==> src/rtl/fetch_pkg.sv <==
// rtl/fetch_pkg.sv - shared constants for the instruction fetch stage
// RV32 base opcodes and instruction field bit positions.
package fetch_pkg;

  localparam int ILEN = 32;

  localparam logic [6:0] OP_LUI    = 7'b0110111;
  localparam logic [6:0] OP_JAL    = 7'b1101111;
  localparam logic [6:0] OP_BRANCH = 7'b1100011;
  localparam logic [6:0] OP_LOAD   = 7'b0000011;
  localparam logic [6:0] OP_STORE  = 7'b0100011;
  localparam logic [6:0] OP_IMM    = 7'b0010011;
  localparam logic [6:0] OP_REG    = 7'b0110011;

  localparam int OPCODE_LSB = 0;
  localparam int RD_LSB     = 7;
  localparam int FUNCT3_LSB = 12;
  localparam int RS1_LSB    = 15;
  localparam int RS2_LSB    = 20;
  localparam int FUNCT7_LSB = 25;
  localparam int IMM_LSB    = 7;

endpackage

==> src/rtl/fetch_fifo.sv <==
// rtl/fetch_fifo.sv - synchronous FIFO holding fetched {pc, word} entries
// Flush has priority over push/pop; the head reads as zero while empty.
module fetch_fifo #(
  parameter int WIDTH = 64,
  parameter int DEPTH = 4
) (
  input  logic                     clk,
  input  logic                     rst_n,
  input  logic                     push_i,
  input  logic [WIDTH-1:0]         data_i,
  input  logic                     pop_i,
  input  logic                     flush_i,
  output logic [WIDTH-1:0]         head_o,
  output logic                     full_o,
  output logic                     empty_o,
  output logic [$clog2(DEPTH):0]   count_o
);

  localparam int AW = $clog2(DEPTH);
  localparam int CW = AW + 1;

  logic [WIDTH-1:0] mem_q [DEPTH];
  logic [AW-1:0]    wr_ptr_q, wr_ptr_d, rd_ptr_q, rd_ptr_d;
  logic [CW-1:0]    count_q, count_d;
  logic             do_push, do_pop;

  assign empty_o = (count_q == '0);
  assign full_o  = (count_q == CW'(DEPTH));
  assign count_o = count_q;
  assign do_pop  = pop_i && !empty_o;
  // A full queue still accepts a push when the head leaves in the same cycle.
  assign do_push = push_i && (!full_o || do_pop);

  always_comb begin
    wr_ptr_d = wr_ptr_q;
    rd_ptr_d = rd_ptr_q;
    count_d  = count_q;
    if (flush_i) begin
      wr_ptr_d = '0;
      rd_ptr_d = '0;
      count_d  = '0;
    end else begin
      if (do_push) wr_ptr_d = wr_ptr_q + AW'(1);
      if (do_pop)  rd_ptr_d = rd_ptr_q + AW'(1);
      count_d = count_q + CW'(do_push) - CW'(do_pop);
    end
  end

  always_ff @(posedge clk or negedge rst_n) begin
    if (!rst_n) begin
      wr_ptr_q <= '0;
      rd_ptr_q <= '0;
      count_q  <= '0;
    end else begin
      wr_ptr_q <= wr_ptr_d;
      rd_ptr_q <= rd_ptr_d;
      count_q  <= count_d;
    end
  end

  always_ff @(posedge clk) begin
    if (do_push && !flush_i) mem_q[wr_ptr_q] <= data_i;
  end

  assign head_o = empty_o ? '0 : mem_q[rd_ptr_q];

endmodule

==> src/rtl/fetch_queue.sv <==
// rtl/fetch_queue.sv - sequential-PC instruction fetch with queued, pre-split output
// Tracks outstanding fetches and discards responses orphaned by a redirect.
module fetch_queue
  import fetch_pkg::*;
#(
  parameter int              XLEN     = 32,
  parameter int              DEPTH    = 4,
  parameter logic [XLEN-1:0] RESET_PC = '0
) (
  input  logic            clk,
  input  logic            reset,
  output logic            mem_req_valid,
  input  logic            mem_req_ready,
  output logic [XLEN-1:0] mem_req_addr,
  input  logic            mem_rsp_valid,
  input  logic [XLEN-1:0] mem_rsp_data,
  input  logic            redirect_valid,
  input  logic [XLEN-1:0] redirect_pc,
  output logic            inst_valid,
  input  logic            inst_ready,
  output logic [XLEN-1:0] inst_word,
  output logic [XLEN-1:0] inst_pc,
  output logic [6:0]      inst_opcode,
  output logic [4:0]      inst_rd,
  output logic [2:0]      inst_funct3,
  output logic [4:0]      inst_rs1,
  output logic [4:0]      inst_rs2,
  output logic [6:0]      inst_funct7,
  output logic [24:0]     inst_imm_raw
);

  localparam int CW = $clog2(DEPTH) + 1;
  // Drops are not bounded by DEPTH: new fetches may issue while old ones drain.
  localparam int DW = CW + 4;

  logic [XLEN-1:0]   fetch_pc_q, fetch_pc_d, rsp_pc_q, rsp_pc_d;
  logic [CW-1:0]     outstanding_q, outstanding_d;
  logic [DW-1:0]     drop_q, drop_d;
  logic [CW-1:0]     fifo_count;
  logic [CW:0]       inflight;
  logic [2*XLEN-1:0] fifo_head;
  logic              fifo_full, fifo_empty;
  logic              req_fire, rsp_drop, rsp_take, pop;

  assign inflight      = {1'b0, fifo_count} + {1'b0, outstanding_q};
  assign mem_req_valid = reset && !redirect_valid && (inflight < (CW+1)'(DEPTH));
  assign mem_req_addr  = fetch_pc_q;
  assign req_fire      = mem_req_valid && mem_req_ready;
  assign rsp_drop      = mem_rsp_valid && (drop_q != '0);
  assign rsp_take      = mem_rsp_valid && (drop_q == '0) && (outstanding_q != '0);
  assign pop           = inst_valid && inst_ready && !redirect_valid;

  always_comb begin
    fetch_pc_d    = fetch_pc_q;
    rsp_pc_d      = rsp_pc_q;
    outstanding_d = outstanding_q;
    drop_d        = drop_q;
    if (redirect_valid) begin
      fetch_pc_d    = redirect_pc;
      rsp_pc_d      = redirect_pc;
      outstanding_d = '0;
      drop_d        = drop_q - DW'(rsp_drop) + DW'(outstanding_q) - DW'(rsp_take);
    end else begin
      if (req_fire) fetch_pc_d = fetch_pc_q + XLEN'(4);
      if (rsp_take) rsp_pc_d   = rsp_pc_q + XLEN'(4);
      if (rsp_drop) drop_d     = drop_q - DW'(1);
      outstanding_d = outstanding_q + CW'(req_fire) - CW'(rsp_take);
    end
  end

  always_ff @(posedge clk or negedge reset) begin
    if (!reset) begin
      fetch_pc_q    <= RESET_PC;
      rsp_pc_q      <= RESET_PC;
      outstanding_q <= '0;
      drop_q        <= '0;
    end else begin
      fetch_pc_q    <= fetch_pc_d;
      rsp_pc_q      <= rsp_pc_d;
      outstanding_q <= outstanding_d;
      drop_q        <= drop_d;
    end
  end

  fetch_fifo #(
    .WIDTH(2*XLEN),
    .DEPTH(DEPTH)
  ) u_fifo (
    .clk     (clk),
    .rst_n   (reset),
    .push_i  (rsp_take && !redirect_valid),
    .data_i  ({rsp_pc_q, mem_rsp_data}),
    .pop_i   (pop),
    .flush_i (redirect_valid),
    .head_o  (fifo_head),
    .full_o  (fifo_full),
    .empty_o (fifo_empty),
    .count_o (fifo_count)
  );

  assign inst_valid   = !fifo_empty;
  assign inst_word    = fifo_head[XLEN-1:0];
  assign inst_pc      = fifo_head[2*XLEN-1:XLEN];
  assign inst_opcode  = inst_word[OPCODE_LSB +: 7];
  assign inst_rd      = inst_word[RD_LSB +: 5];
  assign inst_funct3  = inst_word[FUNCT3_LSB +: 3];
  assign inst_rs1     = inst_word[RS1_LSB +: 5];
  assign inst_rs2     = inst_word[RS2_LSB +: 5];
  assign inst_funct7  = inst_word[FUNCT7_LSB +: 7];
  assign inst_imm_raw = inst_word[IMM_LSB +: 25];

  a_rsp_expected: assert property (@(posedge clk) disable iff (!reset)
    !(mem_rsp_valid && outstanding_q == '0 && drop_q == '0));

  a_no_overflow: assert property (@(posedge clk) disable iff (!reset)
    !(fifo_full && rsp_take && !pop && !redirect_valid));

endmodule

==> config.mk <==
export PLATFORM = sky130hd
export DESIGN_NAME = fetch_queue
export DESIGN_NICKNAME = d
export VERILOG_FILES = /design/src/rtl/fetch_pkg.sv /design/src/rtl/fetch_fifo.sv /design/src/rtl/fetch_queue.sv
export SDC_FILE = /design/constraint.sdc
export NUM_CORES = 1
export LEC_CHECK = 0
export BUFFER_PORTS_ARGS = -buffer_cell sky130_fd_sc_hd__buf_2
export CORE_ASPECT_RATIO = 0.7
export CORE_MARGIN = 2
export CORE_UTILIZATION = 52
export DETAILED_ROUTE_END_ITERATION = 8
export PLACE_DENSITY = 0.85
export SLEW_MARGIN = 5
export SYNTH_ARGS = -nofsm -noshare
export SYNTH_HDL_FRONTEND = slang
export SYNTH_SLANG_ARGS = --single-unit
==> constraint.sdc <==
create_clock -name clk -period 3.77 [get_ports clk]
set_input_delay 0.1885 -clock clk [delete_from_list [all_inputs] [get_ports clk]]
set_output_delay 0.1885 -clock clk [all_outputs]
set_load 0.02 [all_outputs]
After elaboration in Yosys (flattened, before gate mapping) --
Memories as Yosys holds them, arrays and structs flattened. Cells that the tools add are included. W data, S select, Z words.
Cells by class: $add $sub $neg 13, magnitude comparators 1, equal/unequal tests 1, mux-type cells 15, reductions and logical operators 25
Operator list (number):
- $mux W32 | 4
- $add A32 B3 Y32 const B | 2
- $mux W64 | 1
- $mux W7 | 2
- $sub A7 B1 Y7 | 2
- $logic_and A1 B1 Y1 | 12
- $reduce_bool A2 Y1 | 5
- $mux W2 | 4
- $add A7 B3 Y7 | 1
- $logic_not A7 Y1 | 1
- $reduce_bool A7 Y1 | 1
- $sub A7 B1 Y7 const B | 1
- $add A3 B1 Y3 | 2
- $mux W3 | 2
- $sub A3 B1 Y3 | 2
- $add A2 B1 Y2 const B | 2
- $add A3 B3 Y4 | 1
- $lt A4 B3 Y1 const B | 1
- $eq A3 B3 Y1 const B | 1
- $logic_not A1 Y1 | 3
- $logic_not A3 Y1 | 1
- $reduce_bool A3 Y1 | 1
- $mux W1 | 2
- $logic_or A1 B1 Y1 | 1
Storage, ports and cells: register bits 81, bits in writable memories 256, input bits 70, output and inout bits 155, memories 1
Memories:
- u_fifo.mem_q | words 4, bits a word 64, read ports 1, clocked after memory_dff 0, write ports 1, RTL line fetch_fifo.sv:22 | logic [WIDTH-1:0] mem_q [DEPTH];

Logic depth before layout (Yosys ltp) --
word-level depth 10, gate-level depth with buffers 15

Hierarchy --
From an unflattened synthesis, not the netlist that was laid out.
Unflattened totals: cell total of the unflattened synthesis 1033, area total of the unflattened synthesis 15142.0 um2
By module, submodules not included:
- fetch_fifo | instances 1, cells each 452, area an instance 10119.7 um2, sequential area each 7862.5 um2
- fetch_queue | instances 1, cells each 581, area an instance 5022.3 um2, sequential area each 1851.8 um2

Worst setup path after synthesis --
No wires, ideal clock.
kind flip-flop to flip-flop, start reg drop_q[0], end reg drop_q[6], setup time 125 ps, data arrival time 3935 ps, required time 3645 ps, slack -290 ps, stages on the path, launching flop included 16, buffers on the path 0, period minus slack after synthesis 4060 ps, path through dfrtp_1 -> inv_1 -> ha_1 -> nor4b_4 -> nand3_1 -> inv_1 -> fa_1 -> fa_1 -> inv_1 -> ha_1 -> fa_1 -> a21o_1 -> a2111oi_0 -> xnor2_1 -> a21oi_1 -> xnor2_1
Between the ends: longest elaborated chain between the ends 6
Ends and longest elaborated chain:
- start, declared | RTL line fetch_queue.sv:38 | logic [DW-1:0] drop_q, drop_d;
- start signal, assigned | RTL line fetch_queue.sv:81 | drop_q <= drop_d;
- $reduce_bool A7 Y1 | RTL line fetch_queue.sv:49 | assign rsp_drop = mem_rsp_valid && (drop_q != '0);
- $logic_and A1 B1 Y1 | RTL line fetch_queue.sv:49
- $sub A7 B1 Y7 | RTL line fetch_queue.sv:62 | drop_d = drop_q - DW'(rsp_drop) + DW'(outstanding_q) - DW'(rsp_take);
- $add A7 B3 Y7 | RTL line fetch_queue.sv:62
- $sub A7 B1 Y7 | RTL line fetch_queue.sv:62
- $mux W7 | RTL line fetch_queue.sv:58 | if (redirect_valid) begin
Several ways; a longest one is shown, not always the timed one. The select of a mux whose other input is x is not followed. A chain may end at the register's enable or synchronous reset.

Worst setup path after layout --
Ends and elaborated chain as after synthesis.

==> metrics <==
worst reg2reg setup slack=0.08 ns; Post-synth EDFFs=256; final core utilization=0.628; GRT Residual Overflow=0; Clk pin slew, worst setup/hold paths=0.06 ns; Clock Latency Late Sink=0.56 ns; Logic pwr share=0.302; sequential share of power=0.418; worst hold stages=4; port buffer count=224; Critical Path Max Stage Delay=0.51 ns; R2R cell count=15; Vias=9489; Max-Cap Viols=0; Mapped Cells=1011; reg-to-reg critical path endpoint=drop_q[6]$_DFFE_PN0P_; largest net degree at the start of global routing=67; hold endpoint=u_fifo.rd_ptr_q[0]$_DFFE_PN0P_; Post-Syn Nets=1111; FF+latch count, synth=337; first-pass GRT wire length=53.7 mm; Mean Syn Cell Area=15.0 sq um; drt total wl=34.7 mm; # IOs=225; CP required=4.21 ns; Critical Path AT=4.13 ns; Setup crit start kind=flip-flop; post-synth cell types=57; setup repair bufs after CTS=0; hpwl dp=22.5 mm; crit path time final=3.69 ns; Worst Clk Skew=0.0136 ns; status=finished clean; initial DRC count=773; critical hold path startpoint=inst_ready; CP max stage cell=fa_1; Final Max Tran Viols=0; root buffer cell=clkbuf_16; crit-path max FO=3; Starting Density=0.526; Top delay family on crit path=adder cells; antenna-violating nets left=0; Cells after DPL=1543; Highest Clock Rate=271 MHz; Net Switching=0.00348 W; htree depth=1; WP buf/inv=3; Clock Sinks=337; GPL Wtd Cong=0.895; Clock Tree Buf Depth=3; n_diodes=0; vias in the first global route=9500; Final Hold Viols=0; CP Capture Type=flip-flop; DR pass1 iterations=5; Leak=6.84 nW; fraction of registers with async set/reset=0.240; Main synth FF type=edfxtp_1; wire per inst=20.8 um; worst IR drop on VDD=0.335 mV; sequential area share after synthesis=0.642; Final Non-Filler Cells=1663; layout cells sized above 1=0.311; die span in y=147 um; YS warnings=0; reg-to-reg startpoint=drop_q[0]$_DFFE_PN0P_; CP Depth=15; post-synthesis cell area=15100 sq um; Die ar.=30500 sq um; setup violators final=0; Core ar.=28800 sq um; Area growth syn-to-layout=19.3%; Crit Path Class=reg2reg; die width=208 um; total track usage=0.226; Row Count=52; HP Class=in2reg; CTS buffer count=31; DRC viols=0; CTS tree=yes; switch share=0.331; Worst Tran Pin Value=1.07 ns; internal power=0.00702 W; via density per instance=5.71; final period utilization=0.980; cells along the critical path=inv_2, ha_4, nor4b_4, buf_4, a21boi_2, fa_1, fa_1, inv_2, ha_4, fa_2, a21o_1, a2111oi_4, xnor2_1, a21oi_2, xnor2_1; Post-layout nets=1360; initial antenna violation count=2; relative slew slack=0.282; power density of the placed cells=582 nW/um^2; clock share of power=0.280
## per-stage QoR
step	setup TNS (ns)	worst slack, ns	hold WS [ns]	total power (W)	cell area (sq um)
after floorplan	0	0.00501	-0.107	0.00684	15200
final	0	0.0757	0.0203	0.0105	18100
after detailed placement	0	0.0106	0.316	0.00754	16500
after global placement	0	0.0427	0.316	0.00748	16500
after global routing	-0.0695	-0.0695	0.0183	0.0110	18100
after CTS	0	0.0236	0.000195	0.0105	18000
## cells in the final DEF (no fill, tap or decap), drive strengths merged, types with 14 or more instances in the layout
cell / Yosys / layout
clkbuf: 27 / 41
and2: 70 / 70
nor3: 20 / 20
nand3: 32 / 32
nor2: 24 / 24
o21ai: 30 / 30
inv: 43 / 45
mux4: 64 / 64
mux2: 14 / 14
edfxtp: 256 / 256
dfrtp: 81 / 81
dlygate4sd3: 0 / 62
buf: 72 / 253
nand4: 21 / 21
ha: 25 / 25
nand2: 58 / 58
xnor2: 36 / 36
## sequential cells by signal (all words and copies together), names as in the netlist
name             flops
u_fifo.wr_ptr_q      2
u_fifo.rd_ptr_q      2
rsp_pc_q            32
outstanding_q        3
u_fifo.count_o       3
u_fifo.mem_q       256
mem_req_addr        32
drop_q               7
## synth_stat cells (25+ instances only)
library cell / count / share of area
edfxtp_1: 256 / 0.51
dfrtp_1: 81 / 0.13
and2_1: 70 / 0.029
mux4_2: 64 / 0.095
nand2_1: 58 / 0.014
buf_4: 57 / 0.028
inv_1: 43 / 0.011
xnor2_1: 36 / 0.021
nand3_1: 31 / 0.010
o21ai_0: 30 / 0.0099
clkbuf_1: 27 / 0.0067
ha_1: 25 / 0.021
## layer usage
metal	part of all wire	vias to the layer above	wire, um	GRT usage
li1	-	4262	-	-
met1	0.42	4742	14500	0.322
met2	0.48	427	16500	0.361
met3	0.083	58	2870	0.0494
met4	0.021	0	737	0.0535
met5	0	-	0	0
## power groups by stage
| stage | Clock [W] | Sequential (W) | Combinational, W |
|---|---|---|---|
| floorplan | 0 | 0.00439 | 0.00244 |
| global route | 0.00316 | 0.00442 | 0.00343 |
| global placement | 0 | 0.00445 | 0.00303 |
| CTS | 0.00300 | 0.00438 | 0.00315 |
| finish | 0.00294 | 0.00439 | 0.00317 |
| detailed placement | 0 | 0.00446 | 0.00308 |
## final cells by class
class / count / area, sq um
clock buffers: 41 / 813
well taps: 378 / 473
inverters: 44 / 168
multi-input cells: 531 / 4710
clock inverters: 17 / 126
fillers: 2078 / 10700
repair buffers: 315 / 2040
flip-flops and latches: 337 / 9720
## cell families (layout without fill, tap and decap cells)
family	count (synthesis)	count (layout)	synth area share
AO/OA/AOI/OAI	94	94	0.0424
XOR/XNOR	48	48	0.0278
adder cells (fa/ha/maj)	30	30	0.0273
buffers and inverters	143	417	0.0506
flip-flops	337	337	0.642
multiplexers	80	80	0.107
AND/OR/NAND/NOR	279	279	0.103
## worst max-delay path by stage
stage                                     start                     to  slack [ns]
after floorplan           drop_q[0]$_DFFE_PN0P_  drop_q[6]$_DFFE_PN0P_       0.005
after global placement    drop_q[1]$_DFFE_PN0P_  drop_q[6]$_DFFE_PN0P_        0.04
after detailed placement  drop_q[1]$_DFFE_PN0P_  drop_q[6]$_DFFE_PN0P_        0.01
after CTS                 drop_q[1]$_DFFE_PN0P_  drop_q[6]$_DFFE_PN0P_        0.02
after global routing      drop_q[0]$_DFFE_PN0P_  drop_q[6]$_DFFE_PN0P_       -0.07
final                     drop_q[0]$_DFFE_PN0P_  drop_q[6]$_DFFE_PN0P_        0.08
## tightest hold or removal path: stages
cell and delay, ns:
buf_2 0.12, nand2_1 0.09, xor2_1 0.07, nor2_1 0.07
## what timing repair did
item,CTS,global route
endpoints found under the setup margin,1,1
pin swaps,0,2
endpoints found under the hold margin,221,0
resized for setup,1,8
hold buffers,62,0
(Power assumes the default switching activity.)
